File: src/rtl/if_pkg.sv
// Shared types and constants for the instruction fetch stage.
// State encodings are plain constants so older tools and waveform viewers decode them consistently.
package if_pkg;

  localparam int INSTR_W = 32;
  localparam int PC_INC  = 4;

  typedef logic [1:0] fetch_state_e;
  localparam fetch_state_e IDLE  = 2'd0;
  localparam fetch_state_e WAIT  = 2'd1;
  localparam fetch_state_e DRAIN = 2'd2;

  // pc is kept at full 32 bits; narrower ADDR_W builds zero-extend into it
  typedef struct packed {
    logic [31:0]        pc;
    logic [INSTR_W-1:0] instr;
  } fetch_entry_t;

endpackage

File: src/rtl/if_prefetch_fifo.sv
// Prefetch queue: DEPTH x fetch_entry_t, head visible combinationally, push/pop same cycle at any count.
// Synchronous flush empties it; a push into a full queue without a pop is dropped.
module if_prefetch_fifo
  import if_pkg::*;
#(
  parameter int DEPTH = 4,
  parameter int CNT_W = $clog2(DEPTH + 1)
) (
  input  logic             clk,
  input  logic             reset,
  input  logic             flush,
  input  logic             push,
  input  fetch_entry_t     push_data,
  input  logic             pop,
  output fetch_entry_t     head,
  output logic [CNT_W-1:0] count,
  output logic             empty,
  output logic             full
);

  localparam int PTR_W = $clog2(DEPTH);

  fetch_entry_t     mem [DEPTH];
  logic [PTR_W-1:0] wr_ptr;
  logic [PTR_W-1:0] rd_ptr;
  logic             do_push;
  logic             do_pop;

  assign full    = (count == CNT_W'(DEPTH));
  assign empty   = (count == '0);
  assign do_pop  = pop && !empty;
  assign do_push = push && (!full || do_pop);
  assign head    = mem[rd_ptr];

  always_ff @(posedge clk or posedge reset) begin
    if (reset) begin
      wr_ptr <= '0;
      rd_ptr <= '0;
      count  <= '0;
      for (int i = 0; i < DEPTH; i++) mem[i] <= '0;
    end else if (flush) begin
      wr_ptr <= '0;
      rd_ptr <= '0;
      count  <= '0;
    end else begin
      if (do_push) begin
        mem[wr_ptr] <= push_data;
        wr_ptr      <= wr_ptr + 1'b1;
      end
      if (do_pop) rd_ptr <= rd_ptr + 1'b1;
      count <= count + CNT_W'(do_push) - CNT_W'(do_pop);
    end
  end

  a_no_overflow: assert property (@(posedge clk) disable iff (reset) !(push && full && !pop));

endmodule

File: src/rtl/instr_fetch_unit.sv
// MIPS32 fetch stage: one outstanding imem read, DEPTH-entry prefetch queue, redirect flush; head valid 1 cycle after rvalid.
// Requests stop while queue+outstanding would exceed DEPTH; IF_PERF_CNT_EN adds push/redirect counters.
module instr_fetch_unit
  import if_pkg::*;
#(
  parameter int                ADDR_W   = 32,
  parameter int                DEPTH    = 4,
  parameter logic [ADDR_W-1:0] RESET_PC = '0
) (
  input  logic               clk,
  input  logic               reset,
  output logic               imem_req,
  output logic [ADDR_W-1:0]  imem_addr,
  input  logic               imem_gnt,
  input  logic               imem_rvalid,
  input  logic [INSTR_W-1:0] imem_rdata,
  input  logic               redirect_valid,
  input  logic [ADDR_W-1:0]  redirect_pc,
  output logic               instr_valid,
  output logic [INSTR_W-1:0] instr,
  output logic [ADDR_W-1:0]  instr_pc,
  input  logic               instr_ready,
`ifdef IF_PERF_CNT_EN
  output logic [31:0]        perf_fetched,
  output logic [31:0]        perf_flushes,
`endif
  output logic [ADDR_W-1:0]  fetch_pc
);

  localparam int CNT_W = $clog2(DEPTH + 1);

  fetch_state_e     state;
  fetch_state_e     state_n;
  logic [ADDR_W-1:0] pend_pc;
  logic [CNT_W-1:0] q_count;
  logic             q_empty;
  logic             q_full;
  logic             issue;
  logic             push;
  fetch_entry_t     push_data;
  fetch_entry_t     head;

  // IDLE means nothing outstanding, so the credit check reduces to one free slot
  assign imem_req  = !reset && (state == IDLE) && (q_count < CNT_W'(DEPTH));
  assign imem_addr = fetch_pc;
  assign issue     = imem_req && imem_gnt;
  assign push      = (state == WAIT) && imem_rvalid && !redirect_valid;

  assign push_data.pc    = 32'(pend_pc);
  assign push_data.instr = imem_rdata;

  assign instr_valid = !q_empty;
  assign instr       = head.instr;
  assign instr_pc    = ADDR_W'(head.pc);

  always_comb begin
    state_n = state;
    case (state)
      IDLE:    if (issue) state_n = redirect_valid ? DRAIN : WAIT;
      WAIT:    if (imem_rvalid) state_n = IDLE;
               else if (redirect_valid) state_n = DRAIN;
      // a redirect coinciding with the drained response has nothing left to wait for
      DRAIN:   if (imem_rvalid) state_n = IDLE;
      default: state_n = IDLE;
    endcase
  end

  always_ff @(posedge clk or posedge reset) begin
    if (reset) begin
      state    <= IDLE;
      fetch_pc <= RESET_PC;
      pend_pc  <= '0;
    end else begin
      state <= state_n;
      if (issue) pend_pc <= fetch_pc;
      if (redirect_valid) fetch_pc <= {redirect_pc[ADDR_W-1:2], 2'b00};
      else if (issue)     fetch_pc <= fetch_pc + ADDR_W'(PC_INC);
    end
  end

  if_prefetch_fifo #(
    .DEPTH (DEPTH),
    .CNT_W (CNT_W)
  ) u_queue (
    .clk       (clk),
    .reset     (reset),
    .flush     (redirect_valid),
    .push      (push),
    .push_data (push_data),
    .pop       (instr_ready),
    .head      (head),
    .count     (q_count),
    .empty     (q_empty),
    .full      (q_full)
  );

`ifdef IF_PERF_CNT_EN
  always_ff @(posedge clk or posedge reset) begin
    if (reset) begin
      perf_fetched <= '0;
      perf_flushes <= '0;
    end else begin
      if (push && (perf_fetched != '1))           perf_fetched <= perf_fetched + 32'd1;
      if (redirect_valid && (perf_flushes != '1)) perf_flushes <= perf_flushes + 32'd1;
    end
  end
`endif

  a_no_rvalid_idle: assert property (@(posedge clk) disable iff (reset) !(imem_rvalid && (state == IDLE)));
  a_no_full_push:   assert property (@(posedge clk) disable iff (reset) !(push && q_full && !instr_ready));

endmodule

File: config.mk
export PLATFORM = sky130hd
export DESIGN_NAME = instr_fetch_unit
export DESIGN_NICKNAME = d
export VERILOG_FILES = /design/src/rtl/if_pkg.sv /design/src/rtl/if_prefetch_fifo.sv /design/src/rtl/instr_fetch_unit.sv
export SDC_FILE = /design/constraint.sdc
export NUM_CORES = 1
export LEC_CHECK = 0
export ABC_AREA = 1
export CAP_MARGIN = 20
export CORE_UTILIZATION = 35
export DETAILED_ROUTE_END_ITERATION = 8
export DONT_BUFFER_PORTS = 1
export HOLD_SLACK_MARGIN = 0.03
export PLACE_DENSITY = 0.57
export REMOVE_ABC_BUFFERS = 1
export SLEW_MARGIN = 10
export SYNTH_ARGS = -nofsm -noshare
export SYNTH_HDL_FRONTEND = slang
export SYNTH_SLANG_ARGS = --single-unit
File: constraint.sdc
create_clock -name clk -period 11.8 [get_ports clk]
set_clock_uncertainty 0.2 [all_clocks]
set_input_delay 1.18 -clock clk [delete_from_list [all_inputs] [get_ports clk]]
set_output_delay 1.18 -clock clk [all_outputs]
set_load 0.01 [all_outputs]
==> results.md <==
- Status: completed
- Syn Inst Count: 1,974
- Initial core utilization: 0.356
- CTS Buf Count: 38
- Core Area: 43,200 um2
- Post-synth ARST share: 1.00
- Synth Register Bits: 317
- Layout cells sized above 1: 0.0589
- Hold wc startpoint: u_queue.mem[83]$_DFFE_PP0P_
- Arrival @ worst endpoint: 3.38 ns
- Max Cap Viol: 0
- Nets@finish: 1,955
- Pwr Density: 202 nW/um2
- R2r endpoint: u_queue.mem[98]$_DFFE_PP0P_
- Final setup fails: 0
- Post-synthesis mux area share: 0
- Post-CTS Setup Inserts: 0
- Critical path type: reg -> out
- WL final: 46,200 um
- Worst R2R Setup Slack: 8.55 ns
- Clock sink count: 317
- CTS Hold Bufs: 0
- Synthesis-to-layout area growth: 9.02%
- CTS Buffer Depth: 3
- Synth Area in Compound Gates: 0.174
- Worst-path maximum fanout: 86
- Io pins: 200
- CTS tree: done
- Pins over their slew limit: 0
- Depth of the most critical reg-to-reg path: 8
- Gpl congestion: 0.855
- Final hold vios: 0
- Largest net degree at the start of global routing: 102
- Die W: 211 um
- TritonRoute pass-1 iters: 5
- Leakage power: 8.40 nW
- First DRT Iteration DRCs: 867
- Fin crit period: 4.76 ns
- Hold path endpoint: u_queue.mem[83]$_DFFE_PP0P_
- I/O Buffers: 0
- RR Startpoint: state[1]$_DFFE_PP0P_
- Initial antenna violation count: 0
- Drt wl/cell: 18.6 um
- Total Power: 3.38 mW
- Fin Setup TNS: 0 ns
- Routed vias/inst: 5.17
- RSZ-0062 raised after global routing: false
- Num rows: 76
- GRT overflow: 0
- Count of warnings emitted by yosys: 0
- Ant diodes: 0
- Fraction of the mapped netlist area in simple logic gates: 0.225
- Worst min-delay path class: reg -> reg
- Sequential-to-total area share from yosys stat: 0.517
- WHS Path Cells: 2
- Dpl hpwl: 25,700 um
- Synthesized cell area: 15,400 um2
- Worst-Skew Late Latency: 0.55 ns
- Number of global-route vias before repair: 12.4k
- Adder-cell share of the synthesized area: 0.00701
- Post-synth EDFFs: 0
- CTS root buf: clkbuf_16
- Slew of the pin with the lowest slew margin: 1.09 ns
- Final period util: 0.403
- Syn_area_per_cell: 7.78 um2
- Unique masters post-synth: 33
- CP endpoint kind: output pin
- First-pass GRT wire length: 72,800 um
- Die span in y: 211 um
- Max-slew headroom: 0.271
- Critical Path Start: u_queue.rd_ptr[0]$_DFFE_PP0P_
- Final ANT Viol Nets: 0
- Max Clk Rate: 210 MHz
- Critical Path Start Type: flop
- Final Util: 0.388
- Residual DRC: 0
- Vias: 12.9k
- H-tree levels: 2
- Synth Area in XOR/XNOR: 0.00399
- Post-CTS sizing: 0
- Ys flop type: dfrtp_1
- Highest ir drop seen on vdd: 0.110 mV
- Die area: 44,700 um2
- Fill count: 4,461
- CTS clk-pin slew, worst paths: 0.06 ns
- GRT Resource Usage Total: 0.209
- Req. time, crit path: 10.42 ns
- Largest family of logic cells by synthesized area: simple AND/OR/NAND/NOR gates
-- where the power goes --
group	switching, mW	internal, mW	leakage [nW]
logic	0.539	0.226	3.59
clock network	0.462	0.677	0.591
registers	0.207	1.27	4.22
total	1.21	2.17	8.40
-- cell usage after synthesis, types with 2 or more instances --
| cell | count | share of area |
|---|---|---|
| nand2_1 | 664 | 0.16 |
| dfrtp_1 | 317 | 0.52 |
| o21ai_1 | 293 | 0.096 |
| nor2_1 | 171 | 0.042 |
| o21ai_0 | 134 | 0.044 |
| o22ai_1 | 62 | 0.025 |
| buf_2 | 55 | 0.018 |
| inv_1 | 55 | 0.013 |
| clkbuf_1 | 47 | 0.011 |
| nand3_1 | 45 | 0.015 |
| buf_4 | 41 | 0.020 |
| buf_1 | 22 | 0.0054 |
| inv_2 | 20 | 0.0049 |
| ha_1 | 7 | 0.0057 |
| a21oi_1 | 5 | 0.0016 |
| xor2_1 | 5 | 0.0029 |
| nor2_4 | 4 | 0.0029 |
| o211ai_1 | 4 | 0.0020 |
| o21a_1 | 4 | 0.0020 |
| o21bai_1 | 4 | 0.0020 |
| clkinv_1 | 2 | 0.00049 |
| xnor2_1 | 2 | 0.0011 |
-- final cells by class --
type,count,area [um2],area share
sequential,317,7940,0.474
clock inverter,9,80.1,0.00478
multi-input combinational,1420,6320,0.377
tap,585,732,0.0437
timing repair buffer,23,253,0.0151
clock buffer,56,1120,0.0669
inverter,77,299,0.0179
-- per-layer routing --
| layer | vias up | global-route usage | share of wire |
|---|---|---|---|
| met5 | - | 0 | 0 |
| met4 | 0 | 0.0630 | 0.025 |
| met3 | 72 | 0.0436 | 0.069 |
| met2 | 428 | 0.337 | 0.46 |
| met1 | 6151 | 0.281 | 0.45 |
| li1 | 6200 | - | - |
-- registers in the layout, indices dropped and copies added (netlist names) --
signal,cells
fetch_pc,30
pend_pc,30
state,2
u_queue.count,3
u_queue.mem,248
u_queue.rd_ptr,2
u_queue.wr_ptr,2
-- worst max-delay path: stages, from the launching register on --
cell and delay (ns):
dfrtp_4 0.77, inv_4 0.47, buf_4 0.84, o21ai_0 0.16
o22ai_1 0.52
-- logic make-up after synthesis --
logic type,Yosys count
buffers and inverters,242
adders and majority gates,8
DFF,317
AOI/OAI and AO/OA,509
other,1
and+or+nand+nor,890
xor gates and xnor gates,7
-- worst max-delay path by stage --
stage          cells after the start                           end  slack, ns
2_1_floorplan                      1      fetch_pc[10]$_DFFE_PP0N_       1.65
3_3_place_gp                       7  u_queue.mem[235]$_DFFE_PP0P_       7.59
3_5_place_dp                       7  u_queue.mem[235]$_DFFE_PP0P_       7.57
4_1_cts                            4                  instr_pc[29]       6.99
5_1_grt                            4                  instr_pc[20]       6.81
6_report                           4                  instr_pc[29]       7.04
-- stage by stage --
step	cell area (um2)	hold WS, ns	std cells	worst slack [ns]
2_1_floorplan	14500	0.245	1814	1.65
3_3_place_gp	15400	0.256	2418	7.59
3_5_place_dp	15400	0.263	2418	7.57
4_1_cts	16600	0.276	2483	6.99
5_1_grt	16700	0.289	2487	6.81
6_report	16700	0.271	2487	7.04
-- cell usage in the layout, fill, tap and decap left out, types with 19 or more instances in the layout --
cell	count
clkbuf_16	39
nand2_1	664
buf_4	19
nand3_1	45
nor2_1	171
o21ai_1	293
o22ai_1	62
o21ai_0	134
inv_1	53
dfrtp_1	315
inv_2	21
No activity file was read; power rests on OpenSTA's default activity.
